$ cat config.mk
export PLATFORM = sky130hd
export DESIGN_NAME = uart_rx_sampler
export DESIGN_NICKNAME = d
export VERILOG_FILES = /design/src/rtl/uart_rx_sampler.sv
export SDC_FILE = /design/constraint.sdc
export NUM_CORES = 1
export LEC_CHECK = 0
export ABC_AREA = 1
export CAP_MARGIN = 0
export CORE_MARGIN = 2
export CORE_UTILIZATION = 50
export DETAILED_ROUTE_END_ITERATION = 10
export PLACE_DENSITY_LB_ADDON = 0.1
export SETUP_SLACK_MARGIN = 0.1
export SLEW_MARGIN = 30
export SYNTH_ARGS = -nofsm -noshare
export SYNTH_HDL_FRONTEND = slang
export SYNTH_SLANG_ARGS = --single-unit
$ cat constraint.sdc
create_clock -name clk -period 1.7 [get_ports clk]
set_input_delay 0.34 -clock clk [delete_from_list [all_inputs] [get_ports clk]]
set_output_delay 0.34 -clock clk [all_outputs]
set_load 0.1 [all_outputs]
$ cat src/rtl/uart_rx_sampler.sv
// UART receive front end: 2-FF synchroniser, mid-bit sampler, 8N1 (8E1 with UART_RX_SAMPLER_PARITY_EN) framer.
// Latency: word/word_on_line (or frame_err) register one cycle after the stop-bit sample.
// Backpressure: none; word is held until the next good frame overwrites it.
module uart_rx_sampler #(
  parameter int CLKS_PER_BIT = 868
) (
  input  logic       clk,
  input  logic       rst,
  input  logic       rxd,
  output logic [7:0] word,
  output logic       word_on_line,
  output logic       frame_err,
  output logic       busy
);

  localparam int CW = $clog2(CLKS_PER_BIT);
  localparam logic [CW-1:0] HALF_LAST = CW'(CLKS_PER_BIT / 2 - 1);
  localparam logic [CW-1:0] BIT_LAST  = CW'(CLKS_PER_BIT - 1);

  typedef enum logic [2:0] {
    IDLE,
    START,
    DATA,
`ifdef UART_RX_SAMPLER_PARITY_EN
    PARITY,
`endif
    STOP
  } state_t;

  logic          rxd_m, rxd_s, rxd_d;
  state_t        state_q, state_nx;
  logic [CW-1:0] cnt_q, cnt_nx;
  logic [2:0]    bit_q, bit_nx;
  logic [7:0]    sh_q, sh_nx;
  logic [7:0]    word_nx;
  logic          wol_nx, ferr_nx;
  logic          par_good;

`ifdef UART_RX_SAMPLER_PARITY_EN
  logic par_ok_q, par_ok_nx;
  assign par_good = par_ok_q;
`else
  assign par_good = 1'b1;
`endif

  // Synchroniser and edge register reset to the idle level so a low line at reset release is not an edge.
  always_ff @(posedge clk or negedge rst) begin
    if (!rst) begin
      rxd_m <= 1'b1;
      rxd_s <= 1'b1;
      rxd_d <= 1'b1;
    end else begin
      rxd_m <= rxd;
      rxd_s <= rxd_m;
      rxd_d <= rxd_s;
    end
  end

  always_ff @(posedge clk or negedge rst) begin
    if (!rst) begin
      state_q      <= IDLE;
      cnt_q        <= '0;
      bit_q        <= '0;
      sh_q         <= '0;
      word         <= 8'h00;
      word_on_line <= 1'b0;
      frame_err    <= 1'b0;
`ifdef UART_RX_SAMPLER_PARITY_EN
      par_ok_q     <= 1'b0;
`endif
    end else begin
      state_q      <= state_nx;
      cnt_q        <= cnt_nx;
      bit_q        <= bit_nx;
      sh_q         <= sh_nx;
      word         <= word_nx;
      word_on_line <= wol_nx;
      frame_err    <= ferr_nx;
`ifdef UART_RX_SAMPLER_PARITY_EN
      par_ok_q     <= par_ok_nx;
`endif
    end
  end

  always_comb begin
    state_nx = state_q;
    cnt_nx   = cnt_q + CW'(1);
    bit_nx   = bit_q;
    sh_nx    = sh_q;
    word_nx  = word;
    wol_nx   = 1'b0;
    ferr_nx  = 1'b0;
`ifdef UART_RX_SAMPLER_PARITY_EN
    par_ok_nx = par_ok_q;
`endif
    case (state_q)
      IDLE: begin
        cnt_nx = '0;
        if (rxd_d && !rxd_s) state_nx = START;
      end
      START: begin
        if (cnt_q == HALF_LAST) begin
          cnt_nx = '0;
          if (rxd_s) begin
            state_nx = IDLE;
          end else begin
            state_nx = DATA;
            bit_nx   = '0;
          end
        end
      end
      DATA: begin
        if (cnt_q == BIT_LAST) begin
          cnt_nx = '0;
          sh_nx  = {rxd_s, sh_q[7:1]};
          bit_nx = bit_q + 3'd1;
          if (bit_q == 3'd7) begin
`ifdef UART_RX_SAMPLER_PARITY_EN
            state_nx = PARITY;
`else
            state_nx = STOP;
`endif
          end
        end
      end
`ifdef UART_RX_SAMPLER_PARITY_EN
      PARITY: begin
        if (cnt_q == BIT_LAST) begin
          cnt_nx    = '0;
          par_ok_nx = ((^sh_q) == rxd_s);
          state_nx  = STOP;
        end
      end
`endif
      STOP: begin
        if (cnt_q == BIT_LAST) begin
          cnt_nx   = '0;
          state_nx = IDLE;
          if (rxd_s && par_good) begin
            word_nx = sh_q;
            wol_nx  = 1'b1;
          end else begin
            ferr_nx = 1'b1;
          end
        end
      end
      default: state_nx = IDLE;
    endcase
  end

  assign busy = (state_q != IDLE);

endmodule

# [Yosys cells after proc, flatten, opt, wreduce, memory -nomap -nowiden]
# Cells that the tools add are included.
[word_totals] ff_bits=37 input_bits=3 out_inout_bits=11
[op_classes] addsub=2 eq_ne=12 n_mux=20 n_reduce_logical=10
[op_table] cell="10-bit case mux with 3 select lines" count=1
[op_table] cell="3-bit 2-to-1 mux" count=8
[op_table] cell="10-bit 2-to-1 mux" count=2
[op_table] cell="2-bit != test (second input constant)" count=6
[op_table] cell="3-bit case mux with 4 select lines" count=1
[op_table] cell="10-bit by 1-bit adder with 10-bit output (second input constant)" count=1
[op_table] cell="10-bit == test (second input constant)" count=1
[op_table] cell="10-bit by 9-bit == test with 1-bit output (second input constant)" count=1
[op_table] cell="3-bit by 2-bit == test with 1-bit output (second input constant)" count=2
[op_table] cell="1-bit 2-to-1 mux" count=6
[op_table] cell="3-bit case mux with 2 select lines" count=1
[op_table] cell="5-bit AND reduction" count=1
[op_table] cell="4-bit AND reduction" count=1
[op_table] cell="3-bit by 1-bit adder with 3-bit output (second input constant)" count=1
[op_table] cell="3-bit by 1-bit == test with 1-bit output (second input constant)" count=1
[op_table] cell="3-bit == test (second input constant)" count=1
[op_table] cell="3-bit zero test" count=1
[op_table] cell="3-bit AND reduction" count=1
[op_table] cell="3-bit nonzero test" count=1
[op_table] cell="2-bit 2-to-1 mux" count=1
[op_table] cell="2-bit AND reduction" count=1
[op_table] cell="2-bit nonzero test" count=1
[op_table] cell="2-bit OR reduction" count=1
[op_table] cell="1-bit logical AND" count=1
[op_table] cell="1-bit zero test" count=1

# [Logic depth before layout (Yosys ltp)]
# Gate-level depths: netlist of the first run.
[logic_depth] word_depth=4 ltp_mapped=10 depth_no_buf=10

# [Worst setup path after synthesis of the first run]
# No wires, ideal clock.
[synth_timing] path_type="register to register" from="register cnt_q[0]" to="register word[5]" t_arrival_ps=1302 t_required_ps=1579 setup_slack_ps=276 stages_incl_launch_ff=10 path_buffers=1 synth_period_minus_slack_ps=1424 path_cell_list="dfrtp_1 > ha_1 > nand2_2 > nor2_4 > nand3_4 > inv_4 > nand3_4 > buf_6 > nand2_2 > o21ai_2"
[synth_via] elab_chain_cells=2
[synth_rtl] item="start, declared" line_no="32" source="logic [CW-1:0] cnt_q, cnt_nx;"
[synth_rtl] item="start signal, assigned" line_no="73" source="cnt_q <= cnt_nx;"
[synth_rtl] item="10-bit == test" line_no="136" source="if (cnt_q == BIT_LAST) begin"
[synth_rtl] item="3-bit AND reduction (no source line)"
[synth_rtl] item="end signal, assigned" line_no="76" source="word <= word_nx;"
[synth_rtl] item="end, declared" line_no="10" source="output logic [7:0] word,"
# Every way passes these cells.
# A chain may end at the register's enable or synchronous reset.

# [Worst setup path after layout of the first run]
[layout_timing] from="register state_q[1]" to="output busy"
[layout_via] elab_chain_cells=1
[layout_rtl] item="start, declared" line_no="31" source="state_t state_q, state_nx;"
[layout_rtl] item="start signal, assigned" line_no="72" source="state_q <= state_nx;"
[layout_rtl] item="3-bit nonzero test" line_no="151" source="assign busy = (state_q != IDLE);"
[layout_rtl] item="end, declared" line_no="13" source="output logic busy"
# Every way passes these cells.

==> results of run 1 <==
==> cell type report <==
type,instances,area (sq um)
flip-flops and latches,36,906
repair buffers,14,260
clock inverters,1,30.0
well taps,46,57.6
fillers,274,1190
clock buffers,7,65.1
multi-input cells,112,696
inverters,28,108
==> cell usage in the layout, fill, tap and decap left out, types with 2 or more instances in the layout <==
cell type        netlist  routed
inv_2                  2       2
o21ai_0                2       2
ha_1                   4       3
clkdlybuf4s50_1        0       2
nor2_1                 8       7
nor2_4                 3       3
dfstp_2                3       3
o21ai_2               15      15
inv_1                 24      24
o21ai_1                5       5
nand2_2                5       5
nand3_4                2       3
a21oi_1                4       4
clkbuf_8               0       2
nand2_1               41      41
nor2_2                 1       2
clkbuf_4               0       5
nand4_1                3       3
dfrtp_1               33      32
nand3_1                5       5
buf_12                 0      12
nor3_1                 5       5
==> flip-flops by register name, summed over array words and instances, names as in the netlist <==
register	cells
word	8
rxd_s	1
cnt_q	10
rxd_d	1
bit_q	3
rxd_m	1
sh_q	8
state_q	2
word_on_line	1
frame_err	1
==> stage by stage <==
| stage | total power, W | std cells |
|---|---|---|
| final | 0.00239 | 244 |
| after detailed placement | 0.00172 | 235 |
| after global placement | 0.00169 | 235 |
| after floorplan | 0.00153 | 177 |
| after global routing | 0.00255 | 244 |
| after CTS | 0.00239 | 243 |
==> power breakdown <==
group / total [W] / leakage (nW) / switching, W / internal (W)
registers: 0.00103 / 0.484 / 0.0000889 / 0.000936
clock network: 0.000666 / 0.0515 / 0.000276 / 0.000391
logic: 0.000697 / 0.432 / 0.000449 / 0.000248
==> path summary, 6_finish.rpt <==
kind	startpoint	endpoint	slack, ns	cells past startpoint
setup / recovery	state_q[1]$_DFFE_PN0P_	busy	0.22	3
hold / removal	rxd_m$_DFF_PN1_	rxd_s$_DFF_PN1_	0.36	0
setup reg to reg	cnt_q[0]$_DFF_PN0_	sh_q[3]$_DFFE_PN0P_	0.24	8
hold reg to reg	rxd_m$_DFF_PN1_	rxd_s$_DFF_PN1_	0.36	0
max in group asynchronous	rst	rxd_m$_DFF_PN1_	1.09	2
min in group asynchronous	rst	cnt_q[5]$_DFF_PN0_	0.37	2
==> routing by layer <==
| layer | global-route usage | vias to the layer above | wire length, microns |
|---|---|---|---|
| met5 | 0 | - | 0 |
| met4 | 0.0500 | 0 | 35 |
| met3 | 0.0414 | 6 | 100 |
| met2 | 0.281 | 21 | 1410 |
| met1 | 0.214 | 572 | 1300 |
| li1 | - | 598 | - |
==> cell families (layout without fill, tap and decap cells) <==
kind of cell               count (synthesis)  in the layout
AOI/OAI and AO/OA                         28             28
xor gates and xnor gates                   2              2
adders and majority gates                  4              4
buffers and inverters                     30             50
DFF                                       36             36
and+or+nand+nor                           77             78
==> flow_summary.yaml, run 1 <==
setup_path:
  path_delay_family: "flip-flops"
  cpPeakStageDelay_ns: 0.46
  cp_data_required_time_ns: 1.36
  arrival_ns: 1.14
  timing_worst_setup_path_type: "flip-flop to primary output"
  crit_slowest_cell: "dfrtp_2"
  worst-path-buf-inv: 2
  path_cells: "nor2_2, inv_1, buf_12"
  setup.worst_path.start_class: "flip-flop"
  crit_fanout: 6
  endpoint_kind: "primary output"
clocking:
  cts_buffers: 5
  cts.sinks: 36
  clock-root-buffer: "clkbuf_4"
  htree_num_levels: 2
  path_clk_slew_ns: 0.10
  clockBufferDepth: 2
  clk_latency_ns: 0.33
  cts_hold_buf: 0
  postCtsSetupBuffers: 0
  cts_tree: "done"
  cts_resized: 0
placement:
  io_buffers: 13
  place_hpwl_mm: 2.07
  pre_cts_slack_ns: 0.152
  placed_cell_area_sq_um: 2000
  place_congestion: 0.827
yosys:
  synth_common_cells: "nand2_1, dfrtp_1, inv_1"
  yosys.area_share.simple: 0.230
  yosys.area.top_type: "dfrtp_1"
  synth_seq_area_share: 0.530
  ys.flop_type: "dfrtp_1"
  synthMuxAreaShare: 0
  netlist_area_sq_um: 1710
  synth_edf_count: 0
  synth_top_area_frac: 0.484
  async_flop_share: 1.00
  synth.distinct_cells: 29
  synth.most_common_cell: "nand2_1"
  synth_top_family_by_area: "simple AND/OR/NAND/NOR gates"
  synthXorXnorAreaFrac: 0.0103
  synth.net_count: 184
  synthAdderAreaFrac: 0.0293
  synth_compound_area_frac: 0.125
  yosys-top-cells-area: "dfrtp_1, nand2_1, o21ai_2"
  synthCells: 177
  synth_warnings: 0
  ys_ff_latch: 36
  avgSynthCellArea_sq_um: 9.65
die:
  num_io_pins: 14
  design.die.area_sq_um: 3900
  rows: 21
  die_h_microns: 62.4
  start_util: 0.516
  core-area_sq_um: 3310
  die_w_microns: 62.4
timing:
  hold_viol: 0
  setup-violations-final: 0
  fmax_mhz: 676
  slew_headroom: 0.831
  slew_viol_final: 0
  fin_crit_sh: 0.871
  worst_slack_ns: 0.220
  fin_crit_ns: 1.48
  rsz0062_at_grt: "no"
  finalClockSkew_ns: 0.00737
  tns_ns: 0
  worstMarginPinSlew_ns: 0.253
  timing.hold.ws_ns: 0.364
grt:
  antenna_found_initial: 0
  grt_overflow: 0
  grt_pass1_vias: 1192
  grt_max_degree: 37
  grt_pass1_wl_mm: 5.26
  grt_usage: 0.167
layout:
  layout-drive-gt1-share: 0.303
  fin_nets: 204
  utilization: 0.641
  syn2layout_area_growth_pct: 24.2
  design_area_sq_um: 2120
  antenna_cells: 0
routing:
  ant_nets: 0
  first_iter_violations: 49
  routed_wl_mm: 2.84
  detail_route.first_pass.iterations: 4
  via_per_inst: 4.91
  via_count: 1197
  drc: 0
  wl_per_cell_microns: 11.7
power:
  p_leak_nw: 0.967
  cellPowerDensity_nw_per_um2: 1130
  peakVddDrop_mv: 0.608
worst_hold_path:
  min_path_type: "flip-flop to flip-flop"
flow_run:
  cap_viol_max_count: 0
outcome:
  outcome: "finished, final reports clean"
Note: power is estimated with default switching activity, not from simulation.
==> run 2, diff against run 1 <==
SLEW_MARGIN = 20   (was 30)
==> results of run 2 <==
No change in the layout: final DEF, timing and power equal those of run 1.
==> run 3, diff against run 2 <==
clock period = 1.3 ns   (was 1.7 ns; I/O delays follow)
==> flow_summary.yaml, run 3 (same netlist as run 1, synthesis figures left out) <==
layout:
  regArea_sq_um: 906
  final_cell_mix: "dfrtp_1, inv_1, nand2_1, nand2_2, buf_4"
  largestRegisters: "cnt_q: 10 flops, sh_q: 8 flops, word: 8 flops"
  final_common_cell: "dfrtp_1"
  largest_reg_flops: 10
  stdcell_count: 268
  regMostFlops: "cnt_q"
  fillers: 245
  fin_nets: 228
  syn2layout_area_growth_pct: 44.9
  antenna_cells: 0
  layout-drive-gt1-share: 0.523
  multiInputGateArea_sq_um: 866
timing:
  hold_viol: 0
  setup-violations-final: 34
  rsz0062_at_grt: "yes"
  worstMarginPinSlew_ns: 0.235
  slew_headroom: 0.843
  fin_crit_ns: 1.48
  slew_viol_final: 0
  fmax_mhz: 675
  fin_crit_sh: 1.14
  finalClockSkew_ns: 0.00630
  worst_slack_ns: -0.182
grt:
  antenna_found_initial: 0
  grt_pass1_wl_mm: 6.12
  grt_pass1_vias: 1312
  grt_overflow: 0
  grt_max_degree: 37
  grt_usage: 0.201
die:
  core-area_sq_um: 3310
  rows: 21
  design.die.area_sq_um: 3900
  num_io_pins: 14
  die_w_microns: 62.4
  start_util: 0.516
  die_h_microns: 62.4
clocking:
  cts_hold_buf: 0
  cts_tree: "done"
  path_clk_slew_ns: 0.11
  clock-root-buffer: "clkbuf_4"
  clk_latency_ns: 0.35
  cts_buffers: 5
  clockBufferDepth: 2
  cts.sinks: 36
  htree_num_levels: 2
placement:
  place_hpwl_mm: 2.12
  io_buffers: 13
  place_congestion: 0.888
  post-place-cells: 246
  pre_cts_slack_ns: -0.149
setup_path:
  path_delay_family: "flip-flops"
  arrival_ns: 1.22
  path_cells: "nor2_4, clkinvlp_4, buf_12"
  endpoint_kind: "primary output"
  timing_worst_setup_path_type: "flip-flop to primary output"
  worst-path-buf-inv: 2
  setup.worst_path.start_class: "flip-flop"
  cpPeakStageDelay_ns: 0.46
  crit_slowest_cell: "dfrtp_2"
  crit_fanout: 4
  cp_data_required_time_ns: 1.04
routing:
  ant_nets: 0
  first_iter_violations: 51
  via_count: 1316
  via_per_inst: 4.91
  detail_route.first_pass.iterations: 4
  routed_wl_mm: 3.55
  drc: 0
  wl_per_cell_microns: 13.3
power:
  cellPowerDensity_nw_per_um2: 1410
  p_leak_nw: 1.09
  peakVddDrop_mv: 1.06
outcome:
  violations: "setup timing"
  outcome: "finished, violations left"
worst_hold_path:
  min_path_type: "input pin to asynchronous set/reset pin"
flow_run:
  cap_viol_max_count: 0
## run 3: changes by cell type in the layout (fill, tap and decap cells not counted), moves of 3 or more
cell     before  now
nand2_1      41   20
buf_4         0   20
nand2_2       5   20
nand2_4       1    6
inv_1        24   20
nor3_1        5    1
buf_6         0    3
nor3_2        0    3
## run 3: worst paths after layout
kind	slack (ns)	endpoint	depth (start not counted)	startpoint
min reg2reg	0.36	rxd_s$_DFF_PN1_	0	rxd_m$_DFF_PN1_
max	-0.18	busy	3	state_q[1]$_DFFE_PN0P_
min in group clk	0.31	rxd_m$_DFF_PN1_	1	rxd
max reg2reg	-0.15	cnt_q[3]$_DFF_PN0_	7	state_q[0]$_DFFE_PN0P_
min	0.28	cnt_q[5]$_DFF_PN0_	2	rst
max in group asynchronous	0.77	rxd_s$_DFF_PN1_	2	rst
## run 3: layer usage
layer	wire length, microns	vias to the layer above	global-route usage
li1	-	654	-
met1	1510	641	0.257
met2	1890	15	0.340
met3	91	6	0.0450
met4	63	0	0.0667
met5	0	-	0
## run 3: area by class of cell
cell class              instances  share of cell area
clock inverters                 2              0.0142
repair buffers                 37               0.179
flip-flops and latches         36               0.366
well taps                      46              0.0233
clock buffers                   6              0.0167
inverters                      28              0.0506
multi-input cells             113               0.350
## run 3: repair_timing
| item | in CTS | in global routing |
|---|---|---|
| gates resized for setup | 36 | 15 |
| cloned | 2 | 0 |
| buffers inserted | 7 | 5 |
| pin swaps | 6 | 6 |
| endpoints found under the setup margin | 44 | 44 |
## run 3: power by group
group,switching (W),total (W),internal (W)
sequential,0.000120,0.00134,0.00122
clock,0.000380,0.000783,0.000403
combinational,0.000807,0.00135,0.000545
## run 3: worst reg2reg max path, stage by stage (launching register included)
cell,delay (ns)
dfrtp_1,0.42
buf_4,0.14
inv_2,0.04
or2_0,0.24
o21bai_4,0.23
nand2_4,0.13
inv_6,0.06
nor3_1,0.13
## run 3: stage by stage
step / utilization / total power (W) / instance area (sq um) / setup TNS, ns / hold slack, ns
detailed placement: 0.637 / 0.00234 / 2110 / -2.93 / 0.349
global placement: 0.637 / 0.00232 / 2110 / -2.25 / 0.346
global route: 0.748 / 0.00369 / 2470 / -6.81 / 0.289
CTS: 0.718 / 0.00336 / 2380 / -2.98 / 0.287
finish: 0.748 / 0.00348 / 2470 / -3.53 / 0.278
floorplan: - / 0.00205 / 1740 / -0.212 / -0.0356
